$ cat config.mk
export PLATFORM = sky130hd
export DESIGN_NAME = rx_seq_check
export DESIGN_NICKNAME = d
export VERILOG_FILES = /design/src/rtl/rx_seq_check_pkg.sv /design/src/rtl/rx_seq_check_frame_cntr.sv /design/src/rtl/rx_seq_check.sv
export SDC_FILE = /design/constraint.sdc
export NUM_CORES = 1
export LEC_CHECK = 0
export CAP_MARGIN = 20
export CORE_AREA = 2 2 122 124
export CTS_CLUSTER_SIZE = 20
export DETAILED_ROUTE_END_ITERATION = 8
export DIE_AREA = 0 0 124 126
export GPL_ROUTABILITY_DRIVEN = 0
export PLACE_DENSITY = 0.79
export SYNTH_ARGS = -nofsm -noshare
export SYNTH_HDL_FRONTEND = slang
export SYNTH_SLANG_ARGS = --single-unit
$ cat constraint.sdc
create_clock -name m_axis_aclk -period 2.8 [get_ports m_axis_aclk]
set_input_delay 0.28 -clock m_axis_aclk [delete_from_list [all_inputs] [get_ports m_axis_aclk]]
set_output_delay 0.28 -clock m_axis_aclk [all_outputs]
set_load 0.02 [all_outputs]
$ cat src/rtl/rx_seq_check_pkg.sv
// -----------------------------------------------------------------------------
// rx_seq_check_pkg
// Shared constants and state encodings for the RX sequence checker and its
// frame counter. The frame counter encoding is also used by the TX path.
// Build option: RX_SEQ_ERR_CNT_EN (see rx_seq_check.sv).
// -----------------------------------------------------------------------------
package rx_seq_check_pkg;

   localparam int          DATA_W           = 32;
   localparam int          FRAME_CNT_W      = 64;
   localparam logic [15:0] SEQ_INIT_DEFAULT = 16'h0001;

   // Main framing FSM: S_HOLD means one payload word is waiting in the hold
   // register for the next beat to reveal whether it is the last payload word.
   typedef enum logic {
      S_IDLE = 1'b0,
      S_HOLD = 1'b1
   } rx_state_e;

   // Frame counter FSM: S_CNT_RST keeps counters at zero while a clear
   // request is held.
   typedef enum logic {
      S_CNT_COUNT = 1'b0,
      S_CNT_RST   = 1'b1
   } cnt_state_e;

endpackage

$ cat src/rtl/rx_seq_check_frame_cntr.sv
// -----------------------------------------------------------------------------
// frame_cntr
// Frame counter with a level-sensitive clear request. While clr_req is high
// the count is forced to zero and increments are ignored; after clr_req drops
// the counter spends one cycle leaving S_CNT_RST before counting again.
// Ports:
//   clk, srst  - clock, synchronous active-high reset
//   clr_req    - level clear request (wins over inc in the same cycle)
//   inc        - count one frame
//   count      - registered count value
//   clearing   - high while counters must be held at zero (request or
//                S_CNT_RST); lets sibling counters follow the same handshake
// -----------------------------------------------------------------------------
module frame_cntr
   import rx_seq_check_pkg::*;
#(
   parameter int CNT_W = FRAME_CNT_W
) (
   input  logic             clk,
   input  logic             srst,
   input  logic             clr_req,
   input  logic             inc,
   output logic [CNT_W-1:0] count,
   output logic             clearing
);

   cnt_state_e       state_q, state_d;
   logic [CNT_W-1:0] cnt_q, cnt_d;

   always_comb begin
      state_d = state_q;
      cnt_d   = cnt_q;
      case (state_q)
         S_CNT_COUNT: begin
            if (clr_req) begin
               cnt_d   = '0;
               state_d = S_CNT_RST;
            end else if (inc) begin
               cnt_d = cnt_q + CNT_W'(1);
            end
         end
         S_CNT_RST: begin
            cnt_d = '0;
            if (!clr_req) begin
               state_d = S_CNT_COUNT;
            end
         end
         default: state_d = S_CNT_COUNT;
      endcase
   end

   always_ff @(posedge clk) begin
      if (srst) begin
         state_q <= S_CNT_COUNT;
         cnt_q   <= '0;
      end else begin
         state_q <= state_d;
         cnt_q   <= cnt_d;
      end
   end

   assign count    = cnt_q;
   assign clearing = clr_req | (state_q == S_CNT_RST);

endmodule

$ cat src/rtl/rx_seq_check.sv
// -----------------------------------------------------------------------------
// rx_seq_check
// Receive-side sequence-number stripper/checker. Each frame ends with a word
// whose low SEQ_W bits are a sequence number. In strip mode that word is
// removed and tlast moves onto the last payload word; in pass mode beats are
// forwarded unchanged. Sequence continuity is checked on every tlast beat.
// Ports:
//   m_axis_aclk / m_axis_areset - clock, synchronous active-high reset
//   s_axis_*      - input stream (no ready; cannot be stalled)
//   m_axis_*      - output stream (no ready; consumer accepts every beat)
//   ctrl_strip_seq_en - 1 strip / 0 pass, sampled on the first beat of a frame
//   ctrl_rst_cntr_in  - level request to clear frame and error counters
//   slv_cntr_in   - received frame count (runts included)
//   slv_seq_err   - saturating count of sequence discontinuities
//   slv_seq_last  - last received sequence number
//   seq_err_pulse - one-cycle pulse per discontinuity
// Build option: define RX_SEQ_ERR_CNT_EN to implement the sequence comparison,
// slv_seq_err and seq_err_pulse; otherwise both outputs are tied to zero.
// -----------------------------------------------------------------------------
module rx_seq_check
   import rx_seq_check_pkg::*;
#(
   parameter int               SEQ_W     = 16,
   parameter logic [SEQ_W-1:0] SEQ_INIT  = SEQ_W'(SEQ_INIT_DEFAULT),
   parameter int               ERR_CNT_W = 32
) (
   input  logic                   m_axis_aclk,
   input  logic                   m_axis_areset,
   input  logic                   s_axis_tvalid,
   input  logic [DATA_W-1:0]      s_axis_tdata,
   input  logic                   s_axis_tlast,
   output logic                   m_axis_tvalid,
   output logic [DATA_W-1:0]      m_axis_tdata,
   output logic                   m_axis_tlast,
   input  logic                   ctrl_strip_seq_en,
   input  logic                   ctrl_rst_cntr_in,
   output logic [FRAME_CNT_W-1:0] slv_cntr_in,
   output logic [ERR_CNT_W-1:0]   slv_seq_err,
   output logic [SEQ_W-1:0]       slv_seq_last,
   output logic                   seq_err_pulse
);

   rx_state_e         state_q, state_d;
   logic              strip_q, strip_d;          // mode latched for the current frame
   logic              mid_frame_q, mid_frame_d;  // a frame has started but not ended
   logic [DATA_W-1:0] hold_q, hold_d;
   logic              m_valid_q, m_valid_d;
   logic [DATA_W-1:0] m_data_q, m_data_d;
   logic              m_last_q, m_last_d;
   logic [SEQ_W-1:0]  seq_last_q, seq_last_d;
   logic [SEQ_W-1:0]  rx_seq;
   logic              frame_end;
   logic              strip_now;
   logic              cnt_clearing;

   assign rx_seq    = s_axis_tdata[SEQ_W-1:0];
   assign frame_end = s_axis_tvalid & s_axis_tlast;
   // Pass mode never leaves S_IDLE, so the frame start is tracked separately
   // from the FSM state to keep the mode fixed for a whole frame.
   assign strip_now = mid_frame_q ? strip_q : ctrl_strip_seq_en;

   always_comb begin
      state_d     = state_q;
      strip_d     = strip_q;
      mid_frame_d = mid_frame_q;
      hold_d      = hold_q;
      m_valid_d   = 1'b0;
      m_data_d    = m_data_q;
      m_last_d    = 1'b0;
      seq_last_d  = frame_end ? rx_seq : seq_last_q;
      if (s_axis_tvalid) begin
         strip_d     = strip_now;
         mid_frame_d = ~s_axis_tlast;
         if (strip_now) begin
            if (state_q == S_IDLE) begin
               // A last beat here is a runt: nothing to emit.
               if (!s_axis_tlast) begin
                  hold_d  = s_axis_tdata;
                  state_d = S_HOLD;
               end
            end else begin
               m_valid_d = 1'b1;
               m_data_d  = hold_q;
               m_last_d  = s_axis_tlast;
               if (s_axis_tlast) begin
                  state_d = S_IDLE;
               end else begin
                  hold_d = s_axis_tdata;
               end
            end
         end else begin
            m_valid_d = 1'b1;
            m_data_d  = s_axis_tdata;
            m_last_d  = s_axis_tlast;
         end
      end
   end

   always_ff @(posedge m_axis_aclk) begin
      if (m_axis_areset) begin
         state_q     <= S_IDLE;
         strip_q     <= 1'b1;
         mid_frame_q <= 1'b0;
         hold_q      <= '0;
         m_valid_q   <= 1'b0;
         m_data_q    <= '0;
         m_last_q    <= 1'b0;
         seq_last_q  <= '0;
      end else begin
         state_q     <= state_d;
         strip_q     <= strip_d;
         mid_frame_q <= mid_frame_d;
         hold_q      <= hold_d;
         m_valid_q   <= m_valid_d;
         m_data_q    <= m_data_d;
         m_last_q    <= m_last_d;
         seq_last_q  <= seq_last_d;
      end
   end

   assign m_axis_tvalid = m_valid_q;
   assign m_axis_tdata  = m_data_q;
   assign m_axis_tlast  = m_last_q;
   assign slv_seq_last  = seq_last_q;

   frame_cntr #(
      .CNT_W (FRAME_CNT_W)
   ) u_frame_cntr (
      .clk      (m_axis_aclk),
      .srst     (m_axis_areset),
      .clr_req  (ctrl_rst_cntr_in),
      .inc      (frame_end),
      .count    (slv_cntr_in),
      .clearing (cnt_clearing)
   );

`ifdef RX_SEQ_ERR_CNT_EN
   logic [SEQ_W-1:0]     expected_q, expected_d;
   logic [ERR_CNT_W-1:0] err_cnt_q, err_cnt_d;
   logic                 err_pulse_q, err_pulse_d;
   logic                 seq_mismatch;

   assign seq_mismatch = frame_end & (rx_seq != expected_q);

   always_comb begin
      // Always resync to the received number so one gap counts one error.
      expected_d  = frame_end ? rx_seq + SEQ_W'(1) : expected_q;
      err_pulse_d = seq_mismatch;
      err_cnt_d   = err_cnt_q;
      if (cnt_clearing) begin
         err_cnt_d = '0;
      end else if (seq_mismatch && !(&err_cnt_q)) begin
         err_cnt_d = err_cnt_q + ERR_CNT_W'(1);
      end
   end

   always_ff @(posedge m_axis_aclk) begin
      if (m_axis_areset) begin
         expected_q  <= SEQ_INIT;
         err_cnt_q   <= '0;
         err_pulse_q <= 1'b0;
      end else begin
         expected_q  <= expected_d;
         err_cnt_q   <= err_cnt_d;
         err_pulse_q <= err_pulse_d;
      end
   end

   assign slv_seq_err   = err_cnt_q;
   assign seq_err_pulse = err_pulse_q;
`else
   localparam logic [SEQ_W-1:0] unused_seq_init = SEQ_INIT;
   logic unused_cnt_clearing;

   assign unused_cnt_clearing = cnt_clearing;
   assign slv_seq_err         = '0;
   assign seq_err_pulse       = 1'b0;
`endif

endmodule

# After elaboration in Yosys (flattened, before gate mapping)
# Index checks and enable logic that the tools add are counted.
# word_totals
regBits,150
latchBits,0
mem_bits_rw,0
romBits,0
inputBits,38
output_inout_bits,147
word_cells,33
memories,0
# op_classes
n_addsub,1
mul,0
n_div,0
magnitude_cmp,0
n_eq_ne,2
shifts,0
muxes,12
n_bitwise,4
n_reduce_logical,4
# op_table
operator,n
$mux 64,2
$pmux 64 s2,1
$add 64x1->64 const B,1
$mux 32,2
$mux 1,7
$reduce_and 2->1,2
$ne 3x3->1 const B,1
$not 1->1,3
$reduce_and 3->1,1
$ne 2x2->1 const B,1
$reduce_or 2->1,1
$and 1x1->1,1

# Logic depth before layout (Yosys ltp)
# logic_depth
word_depth,4
ltp_mapped,7
depth_no_buf,6

# Hierarchy
# From an unflattened synthesis, not the netlist that was laid out.
# unflattened
hier_cells,836
area_unflattened_um2,7308.3
# by_module_without_submodules
module,instances,cells_per_inst,area_per_inst_um2,seq_area_each_um2
rx_seq_check,1,447,4097.7,1701.6
frame_cntr,1,389,3210.6,1301.2

# Least setup slack after synthesis
# OpenSTA, ideal clock, no wires.
# synth_path
path_type,register to register
start,register u_frame_cntr.cnt_q[16] (netlist: u_frame_cntr.count[16])
end,register u_frame_cntr.cnt_q[49] (netlist: u_frame_cntr.count[49])
setup_time_ns,0.070
t_arrival_ns,2.455
required_time_ns,2.730
setup_slack_ns,0.274
path_stages_with_launch,7
n_path_buf,1
synth_period_minus_slack_ns,2.526
cell_sequence,dfxtp_1 -> buf_2 -> nand4_4 -> or4_4 -> or4_4 -> or4_1 -> a21oi_1
# synth_via
elab_chain_cells,4
# synth_lines
element,line_no,text
from (decl),rx_seq_check_frame_cntr.sv:28,"logic [CNT_W-1:0] cnt_q, cnt_d;"
from (signal assigned),rx_seq_check_frame_cntr.sv:58,cnt_q <= cnt_d;
$add 64x1->64,rx_seq_check_frame_cntr.sv:39,cnt_d = cnt_q + CNT_W'(1);
$mux 64,rx_seq_check_frame_cntr.sv:38,end else if (inc) begin
$mux 64,rx_seq_check_frame_cntr.sv:35,if (clr_req) begin
$pmux 64 s2,rx_seq_check_frame_cntr.sv:33,case (state_q)
# Every way passes these cells. The select of a mux whose other input is x is not followed.
# A chain may end at the register's enable or synchronous reset.

# Worst setup path in the final report
# layout_path
start,register u_frame_cntr.cnt_q[17] (netlist: u_frame_cntr.count[17])
end,register u_frame_cntr.cnt_q[43] (netlist: u_frame_cntr.count[43])
# Same word-level chain as after synthesis.

==> results.toml <==
[status]
status = "complete, no violations"

[cells_and_area]
post-route-util_pct = 64.41
drive_gt1_share_pct = 8.068
syn2layout_area_growth_pct = 34.60
fillers = 1246
diodes = 0
nNetsFinal = 1030
fin_cells = 1188

[drt]
drc = 0
routed.top_layer = "met4"
wl_met3_um = 1853
wl_met1_um = 7757
drt_wl_total_um = 19130
vias = 6745
antenna_left = 0
drtIter0Drc = 622
wl_met2_um = 8960
via_per_inst = 5.678
routedWlPerCell_um = 16.10
drtPass1Iterations = 7

[floorplanning]
core_mm2 = 0.01431
ios = 185
die_x_um = 124
die_area_mm2 = 0.01562
initial_core_util_pct = 47.85
die_y_um = 126
rows = 44

[synthesis]
synth_top_cell_by_area = "dfxtp_1"
synth-seq-area-share_pct = 43.84
ys_async_sr_fraction_pct = 0
ys_top_cells_by_count = "dfxtp_1 (150), nand2_1 (129), a21oi_1 (92)"
ys_types = 49
ys_ff_latch = 150
synth.avg_cell_area_um2 = 8.183
syn_area_mm2 = 0.006849
netlist_instances = 837
synth_enable_flop_cells = 0
synth_warnings = 0
yosys-top-cells-area = "dfxtp_1 (44%), nand2_1 (7.1%), a21oi_1 (6.7%)"
ys_dominant_reg_cell = "dfxtp_1"
synth_top_area_share_pct = 43.84
yosysMostFrequentCell = "dfxtp_1"

[worst_setup_path]
required_ns = 3.13
critPathCaptureType = "register"
cp.arrival_ns = 2.96
critical_path_class = "reg2reg"
crit_fanout = 10
path_cells = "nand4_4 > or4_2 > or4_1 > or4_1 > a21oi_1"
path_buf_inv = 0
cp_top_family = "simple AND/OR/NAND/NOR gates"
crit_top_cell = "or4_1"
r2r_slack_ns = 0.18
startpoint_type = "register"
crit_slowest_cell = "or4_2"
critPathMaxStageDelay_ns = 0.73

[power]
p_int_w = 0.004068
cellPowerDensity_mw_per_mm2 = 577.0
p_clk_share_pct = 47.5
pwr-share-comb_pct = 10.2
ir_drop_uv = 430.7
p_leak_nw = 3.097
power.total_w = 0.005319
swShare_pct = 23.52
seq_power_share_pct = 42.3
p_sw_w = 0.001251

[sta]
skew_ns = 0.006892
period_minus_slack_ns = 2.623
fmax_ghz = 0.3812
slew_headroom_pct = 41.22
fin_crit_sh_pct = 93.69
rsz0062_at_grt = "no"
tns_ns = 0
setup_viol = 0
slew_viol_final = 0
hold_violations = 0
worst_slew_pin_slew_ns = 0.8817
worst_slack_ns = 0.1767

[grt]
grt_usage_pct = 24.54
grt_max_degree = 86
grt_pass1_vias = 6277
grt_antenna_before_repair = 0
grt_first_pass_wirelength_um = 30400
grt_remaining_overflow = 0

[clock_tree]
cts_buffers = 17
cts_tree = "done"
cts.hold.buffers_added = 0
clockRootBuffer = "clkbuf_16"
clk_pin_slew_ns = 0.06
post_cts_buffers = 0
clock_sinks = 150
h-tree-depth = 4
cts_resized = 0
clk_latency_ns = 0.42
clk_path_buf_depth = 2

[placement]
dp.cells = 1156
io_buffers = 151
dpl.hpwl_um = 13130
pre_cts_slack_ns = 0.1704

[worst_hold_path]
hp-class = "in2reg"

[job]
drv_cap = 0
power by group through the flow:
stage | Sequential, W | Combinational [W] | Clock [W]
after floorplan | 0.00235 | 0.000287 | 0
after global placement | 0.00229 | 0.000537 | 0
after detailed placement | 0.00229 | 0.000544 | 0
after global routing | 0.00225 | 0.000593 | 0.00265
after CTS | 0.00225 | 0.000549 | 0.00256
final | 0.00225 | 0.000545 | 0.00253
layer usage:
metal,up-vias,global-route usage [%]
li1,3260,-
met1,3156,29.38
met2,274,40.24
met3,55,8.062
met4,0,10.18
met5,-,0
metrics by stage:
stage | hold slack, ns | area [µm²]
CTS | 0.4184 | 9219
finish | 0.4301 | 9219
floorplan | 0.3591 | 6969
detailed placement | 0.4458 | 8562
global placement | 0.4407 | 8562
global route | 0.4595 | 9219
state kept, by name, summed over array words and instances (netlist names):
register / cells
u_frame_cntr.count: 64
hold_q: 32
m_axis_tdata: 32
slv_seq_last: 16
m_axis_tlast: 1
m_axis_tvalid: 1
mid_frame_q: 1
state_q: 1
strip_q: 1
u_frame_cntr.state_q: 1
cell families after synthesis:
kind of cell / after synthesis / synth area share [%]
buffers and inverters: 95 / 7.051
multiplexers: 34 / 4.987
adder cells (fa/ha/maj): 1 / 0.1827
flip-flops: 150 / 43.84
AO/OA/AOI/OAI: 171 / 15.03
AND/OR/NAND/NOR: 370 / 26.93
XOR/XNOR: 15 / 1.918
other: 1 / 0.05475
cell type report:
type | instances | area [µm²] | share of cell area (%)
inverters | 15 | 56.30 | 0.6107
well taps | 184 | 230.2 | 2.497
multi-input cells | 624 | 3501 | 37.98
repair buffers | 183 | 1772 | 19.22
clock inverters | 12 | 200.2 | 2.172
clock buffers | 20 | 456.7 | 4.954
flip-flops and latches | 150 | 3003 | 32.57
final timing paths:
check / from / endpoint / depth (start not counted)
max reg2reg: u_frame_cntr.count[17] / u_frame_cntr.count[43] / 5
max: u_frame_cntr.count[17] / u_frame_cntr.count[43] / 5
min reg2reg: slv_seq_last[8] / slv_seq_last[8] / 2
min: s_axis_tdata[17] / hold_q[17] / 3
worst reg2reg max path, cell delays in order, from the launching register on:
cell and delay (ns):
dfxtp_1 0.48, nand4_4 0.22, or4_2 0.73, or4_1 0.48, or4_1 0.43, a21oi_1 0.19
cells in the final DEF, fill, tap and decap left out, drive strengths merged, types with 3 or more instances in the layout:
cell type / n
clkinv: 4
and3: 11
a211oi: 34
nor2: 74
and2: 3
mux2i: 33
clkdlybuf4s50: 150
a21oi: 92
inv: 15
conb: 33
nor4: 14
o21ai: 19
nand3: 23
nand2: 129
nor3: 20
or4: 15
buf: 33
nand4: 38
xor2: 7
or3: 22
bufinv: 5
xnor2: 8
o31ai: 7
dfxtp: 150
a311oi: 7
and4: 10
clkinvlp: 3
clkbuf: 20
(Power assumes the default switching activity.)
